## src/rtl/imm_gen_pipe.sv

```systemverilog
// rtl/imm_gen_pipe.sv - RV32I/RV64I immediate decoder feeding a small in-order output queue
// Optional feature macro: IMM_GEN_ILLEGAL_EN (flags unrecognised opcodes as format 7)
module imm_gen_pipe #(
  parameter int XLEN  = 32,
  parameter int DEPTH = 2
) (
  input  logic            clk,
  input  logic            rst,
  input  logic            flush,
  input  logic            in_valid,
  output logic            in_ready,
  input  logic [31:0]     in_inst,
  input  logic [XLEN-1:0] in_pc,
  output logic            out_valid,
  input  logic            out_ready,
  output logic [XLEN-1:0] out_imm,
  output logic [2:0]      out_fmt,
  output logic [XLEN-1:0] out_pc,
  output logic [XLEN-1:0] out_target,
  output logic            out_illegal
);

  localparam int PW = (DEPTH > 1) ? $clog2(DEPTH) : 1;
  localparam int CW = $clog2(DEPTH + 1);

  localparam logic [2:0] FMT_R     = 3'd0;
  localparam logic [2:0] FMT_I     = 3'd1;
  localparam logic [2:0] FMT_S     = 3'd2;
  localparam logic [2:0] FMT_B     = 3'd3;
  localparam logic [2:0] FMT_U     = 3'd4;
  localparam logic [2:0] FMT_J     = 3'd5;
  localparam logic [2:0] FMT_SHAMT = 3'd6;

  logic [XLEN-1:0] mem_imm [DEPTH];
  logic [XLEN-1:0] mem_pc  [DEPTH];
  logic [XLEN-1:0] mem_tgt [DEPTH];
  logic [2:0]      mem_fmt [DEPTH];

  logic [CW-1:0] count_q, count_d;
  logic [PW-1:0] wr_ptr_q, wr_ptr_d;
  logic [PW-1:0] rd_ptr_q, rd_ptr_d;

  logic push, pop;

  logic [6:0]        opcode;
  logic [2:0]        funct3;
  logic signed [31:0] imm32;
  logic [XLEN-1:0]   dec_imm;
  logic [XLEN-1:0]   dec_tgt;
  logic [2:0]        dec_fmt;
  logic              dec_tgt_en;
  logic              dec_ill;

  assign in_ready  = (count_q < CW'(DEPTH));
  assign out_valid = (count_q != '0);
  assign push      = in_valid && in_ready;
  assign pop       = out_valid && out_ready;

  assign opcode = in_inst[6:0];
  assign funct3 = in_inst[14:12];

  // Decode the incoming instruction into a 32-bit sign-correct immediate and a format code
  always_comb begin
    imm32      = '0;
    dec_fmt    = FMT_I;
    dec_tgt_en = 1'b0;
    dec_ill    = 1'b0;
    case (opcode)
      7'b0110011: begin
        dec_fmt = FMT_R;
        imm32   = '0;
      end
      7'b0010011: begin
        if (funct3 == 3'b001 || funct3 == 3'b101) begin
          dec_fmt = FMT_SHAMT;
          imm32   = (XLEN == 32) ? {27'b0, in_inst[24:20]} : {26'b0, in_inst[25:20]};
        end else begin
          dec_fmt = FMT_I;
          imm32   = {{20{in_inst[31]}}, in_inst[31:20]};
        end
      end
      7'b0000011, 7'b1100111, 7'b1110011: begin
        dec_fmt = FMT_I;
        imm32   = {{20{in_inst[31]}}, in_inst[31:20]};
      end
      7'b0100011: begin
        dec_fmt = FMT_S;
        imm32   = {{20{in_inst[31]}}, in_inst[31:25], in_inst[11:7]};
      end
      7'b1100011: begin
        dec_fmt    = FMT_B;
        dec_tgt_en = 1'b1;
        imm32      = {{19{in_inst[31]}}, in_inst[31], in_inst[7], in_inst[30:25], in_inst[11:8], 1'b0};
      end
      7'b1101111: begin
        dec_fmt    = FMT_J;
        dec_tgt_en = 1'b1;
        imm32      = {{11{in_inst[31]}}, in_inst[31], in_inst[19:12], in_inst[20], in_inst[30:21], 1'b0};
      end
      7'b0110111, 7'b0010111: begin
        dec_fmt    = FMT_U;
        dec_tgt_en = (opcode == 7'b0010111);
        imm32      = {in_inst[31:12], 12'b0};
      end
      default: begin
`ifdef IMM_GEN_ILLEGAL_EN
        dec_fmt = 3'd7;
        dec_ill = 1'b1;
        imm32   = '0;
`else
        dec_fmt = FMT_I;
        imm32   = {{20{in_inst[31]}}, in_inst[31:20]};
`endif
      end
    endcase
    dec_imm = XLEN'(imm32);
    dec_tgt = dec_tgt_en ? (in_pc + dec_imm) : '0;
  end

  // Next-state for occupancy and pointers; flush wins over any push or pop
  always_comb begin
    count_d  = count_q;
    wr_ptr_d = wr_ptr_q;
    rd_ptr_d = rd_ptr_q;
    if (flush) begin
      count_d  = '0;
      wr_ptr_d = '0;
      rd_ptr_d = '0;
    end else begin
      if (push) wr_ptr_d = wr_ptr_q + PW'(1);
      if (pop)  rd_ptr_d = rd_ptr_q + PW'(1);
      if (push && !pop)      count_d = count_q + CW'(1);
      else if (pop && !push) count_d = count_q - CW'(1);
    end
  end

  // Queue state and entry storage; reset clears everything so the head reads as zero
  always_ff @(posedge clk or posedge rst) begin
    if (rst) begin
      count_q  <= '0;
      wr_ptr_q <= '0;
      rd_ptr_q <= '0;
      for (int i = 0; i < DEPTH; i++) begin
        mem_imm[i] <= '0;
        mem_pc[i]  <= '0;
        mem_tgt[i] <= '0;
        mem_fmt[i] <= '0;
      end
    end else begin
      count_q  <= count_d;
      wr_ptr_q <= wr_ptr_d;
      rd_ptr_q <= rd_ptr_d;
      if (push && !flush) begin
        mem_imm[wr_ptr_q] <= dec_imm;
        mem_pc[wr_ptr_q]  <= in_pc;
        mem_tgt[wr_ptr_q] <= dec_tgt;
        mem_fmt[wr_ptr_q] <= dec_fmt;
      end
    end
  end

`ifdef IMM_GEN_ILLEGAL_EN
  logic mem_ill [DEPTH];

  // Per-entry illegal flag, only present when illegal detection is built in
  always_ff @(posedge clk or posedge rst) begin
    if (rst) begin
      for (int i = 0; i < DEPTH; i++) mem_ill[i] <= 1'b0;
    end else if (push && !flush) begin
      mem_ill[wr_ptr_q] <= dec_ill;
    end
  end

  assign out_illegal = mem_ill[rd_ptr_q];
`else
  logic unused_ill;
  assign unused_ill  = dec_ill;
  assign out_illegal = 1'b0;
`endif

  assign out_imm    = mem_imm[rd_ptr_q];
  assign out_pc     = mem_pc[rd_ptr_q];
  assign out_target = mem_tgt[rd_ptr_q];
  assign out_fmt    = mem_fmt[rd_ptr_q];

endmodule

```

## config.mk

```make
export PLATFORM = sky130hd
export DESIGN_NAME = imm_gen_pipe
export DESIGN_NICKNAME = d
export VERILOG_FILES = /design/src/rtl/imm_gen_pipe.sv
export SDC_FILE = /design/constraint.sdc
export NUM_CORES = 1
export LEC_CHECK = 0
export ABC_AREA = 1
export CORE_ASPECT_RATIO = 1.75
export CORE_MARGIN = 5
export CORE_UTILIZATION = 50
export CTS_CLUSTER_SIZE = 24
export DETAILED_ROUTE_END_ITERATION = 8
export PLACE_DENSITY_LB_ADDON = 0.15
export SYNTH_ARGS = -nofsm -noshare
export SYNTH_HDL_FRONTEND = slang
export SYNTH_SLANG_ARGS = --single-unit
```

## constraint.sdc

```tcl
create_clock -name clk -period 7 [get_ports clk]
set_input_delay 1.4 -clock clk [delete_from_list [all_inputs] [get_ports clk]]
set_output_delay 1.4 -clock clk [all_outputs]
set_load 0.01 [all_outputs]
```

==> results.cfg <==
[clock_network]
clock_sinks = 202
clock-root-buffer = clkbuf_16
cts-resized-gates = 0
insertion_delay_ns = 0.50
cts_max_level = 1
cts_buffer_depth = 3
cts_post_setup_buffers_inserted = 0
tritoncts_clock_tree = yes
path_clk_slew_ns = 0.07
cts_buffers = 20
post_cts_hold_buffers = 0

[detailed_routing]
dr.first_iter.drc_count = 843
detailedRoute.firstPassIterationCount = 5
drt_drc_violations_left = 0
routed_via_density = 5.19
wirelength_mm = 33.9
routed-via-count = 10700
antenna_violating_nets_post_route = 0
wire_per_inst_um = 16.4

[die]
dieHeight_um = 211
initial_core_utilization = 0.506
pin_count = 171
design.die.area_um2 = 26300
die_width_um = 125
rows = 73
placeableCoreArea_um2 = 22700

[synthesis]
ys.flop_type = dfrtp_1
synth_seq_cells = 202
syn-mean-instance-area_um2 = 7.07
netlist.top_cell.by_area = dfrtp_1
ys_top_cells_by_area = dfrtp_1 (44%), nand2_1 (23%), o21ai_0 (7.9%), inv_1 (5.2%), ha_1 (3.6%)
post_synthesis_cell_area_um2 = 11500
asyncSetResetFlopFracSynth = 1.00
synth-edff-count = 0
synth_top_cell_area_share = 0.439
synth_nets = 1731
post_synth_inst_count = 1628
seq_area_frac_synth = 0.439
synthesis.yosys.warnings = 0
yosys.cell_types.count = 37

[grt]
grt_max_degree = 123
grt_antenna_before_repair = 0
wire_length_of_the_first_global_routing_pass_mm = 54.5
vias_in_the_first_global_route = 10400
gr-usage-all-layers = 0.255
grt.overflow.total = 0

[setup_path]
worstSetupPathType = in2reg
cp_cell_sequence = clkdlybuf4s50_1, inv_2, nand2_2, nor3_2, nor2_2, o21ai_4, nand3_1, a21oi_1, inv_1, ha_1, nand2_1, a21oi_1, nand2_1, nand2_1, nand2_1, nand2_1, nand2_1, nand3_1, nand3_1, o21ai_0
rr_worst_depth = 7
worst_r2r_startpoint = count_q[1]$_DFFE_PP0P_
worstSetupEndpointType = flop
critPathMaxFanout = 15
setup.reg_to_reg.worst_slack_ns = 4.36
timing.critical_path.buf_inv = 3
critical-path-slowest-cell = nor3_2
timing.critical_path.required_ns = 7.41
worst_path_largest_cell_delay_ns = 0.57
setup.worst_path.start_class = primary input
cp_arrival_ns = 5.64
r2r-end = mem_tgt[8]$_DFFE_PP0P_
cell_mode_on_critical_path = nand2_1
path_delay_family = simple AND/OR/NAND/NOR gates

[placed_design]
detailed_place_hpwl_mm = 24.8
buffer_ports.inserted = 169
finalWeightedCongestion = 0.917
dp_slack_ns = 1.28
place_area_um2 = 13300

[timing]
post-route-worst-setup-slack_ns = 1.77
setup_violations = 0
worst_clock_skew_ns = 0.00589
fmaxAchievable_ghz = 0.191
timing_worst_slew_pin_value_ns = 0.996
grt_setup_unrepaired = false
hold_viol = 0
timing.max_slew.rel_slack = 0.335
worst_hold_slack_ns = 0.480
final_min_period_over_clock_period = 0.747
final_period_minus_worst_setup_slack_ns = 5.23
setup_total_neg_slack_ns = 0
timing_max_transition_violations_final = 0

[worst_hold_path]
worstHoldPathType = reg2reg
hold-path-cell-count = 2
holdCritStartpoint = mem_fmt[0]$_DFFE_PP0P_
min_delay_worst_endpoint = mem_fmt[0]$_DFFE_PP0P_

[cells_and_area]
finalInstanceArea_um2 = 14100
proportion_of_layout_cells_with_a_drive_suffix_above_1 = 0.0499
finalCoreUtilization = 0.620
num-nets-final = 1855
area.growth.synth_to_final_pct = 22.6
filler_cell_count = 2111
n_antenna_cell = 0

[pwr]
switchingPower_w = 0.00149
pwr-share-clk = 0.277
vdd.ir_drop.worst_uv = 259
static-leakage-power_nw = 7.15
logic_gate_share_of_total_power = 0.342
power-per-cell-area_nw_per_um2 = 317
cell_internal_pwr_w = 0.00298
seq_power_share = 0.382
sw_frac_of_total = 0.334

[job]
cap_violations = 0

[run_status]
status = finished, final reports clean
-- logic make-up (layout without fill, tap and decap cells) --
family | Yosys count | count (layout) | share of synthesized area
other cells | 1 | 1 | 0.000326
buf+inv | 242 | 378 | 0.0827
flops | 202 | 202 | 0.439
simple gates | 868 | 868 | 0.311
fa+ha+maj | 34 | 34 | 0.0376
compound gates | 281 | 281 | 0.129
-- sequential cells by signal, indices dropped and copies added (netlist names) --
name,flops
count_q,2
mem_fmt,6
mem_imm,64
mem_pc,64
mem_tgt,64
rd_ptr_q,1
wr_ptr_q,1
-- power groups by stage --
| stage | logic, W | clock network (W) | registers [W] |
|---|---|---|---|
| global route | 0.00171 | 0.00131 | 0.00175 |
| detailed placement | 0.00154 | 0 | 0.00172 |
| finish | 0.00153 | 0.00124 | 0.00171 |
| CTS | 0.00155 | 0.00126 | 0.00170 |
| global placement | 0.00152 | 0 | 0.00171 |
| floorplan | 0.000887 | 0 | 0.00166 |
-- layer usage --
metal  wire length [um]  GRT usage
met1              13600      0.309
met2              17400      0.464
met3               1460     0.0291
met4               1400     0.0980
met5                  0          0
-- cell type report --
type | count | area, um^2 | area share
inverter | 167 | 639 | 0.0453
clock inverter | 12 | 220 | 0.0156
clock buffer | 22 | 539 | 0.0382
multi-input combinational | 1184 | 5510 | 0.391
sequential | 202 | 5060 | 0.359
timing repair buffer | 177 | 1760 | 0.125
tap | 300 | 375 | 0.0266
-- metrics by stage --
step	std cells	total power, W
2_1_floorplan	1628	0.00255
3_3_place_gp	2030	0.00323
3_5_place_dp	2030	0.00326
4_1_cts	2064	0.00451
5_1_grt	2064	0.00477
6_report	2064	0.00447
-- layout by cell type, fill, tap and decap left out, types with 2 or more instances in the layout --
master,count
nand2_1,697
dfrtp_1,201
o21ai_0,182
clkdlybuf4s50_1,169
inv_1,157
nor2_1,56
nand3_1,43
a21oi_1,40
ha_1,33
nand4_1,23
a31oi_1,21
clkbuf_16,21
o21ai_1,20
nand2_4,11
nor3_1,8
or2_2,8
o21bai_1,8
a21boi_0,7
buf_4,7
inv_2,6
nor2_2,6
bufinv_16,6
clkinv_2,4
nand3b_1,4
clkinvlp_4,4
nor3_2,3
nand2_2,2
nand3_2,2
a21o_1,2
-- synthesized netlist by cell type (13+ instances only) --
master and instances:
a21oi_1 40, nand3_1 44, clkbuf_1 57, nand2_1 697
nand4_1 23, dfrtp_1 202, buf_2 13, ha_1 33
inv_1 159, o21ai_0 182, a31oi_1 21, nor2_1 56
o21ai_1 20
-- how the worst max path moves through the flow --
stage,endpoint,start,cells after the start
finish,mem_tgt[50]$_DFFE_PP0P_,in_inst[6],20
global route,mem_tgt[18]$_DFFE_PP0P_,in_inst[6],20
CTS,mem_tgt[50]$_DFFE_PP0P_,in_inst[6],20
detailed placement,mem_tgt[50]$_DFFE_PP0P_,in_inst[6],20
global placement,mem_tgt[18]$_DFFE_PP0P_,in_inst[4],19
floorplan,count_q[0]$_DFFE_PP0P_,rst,1
-- tightest hold or removal path, stage by stage (launching register included) --
cell	delay [ns]
dfrtp_1	0.34
nand2_1	0.05
nand2_1	0.06
Power figures use the tool's default switching activity.
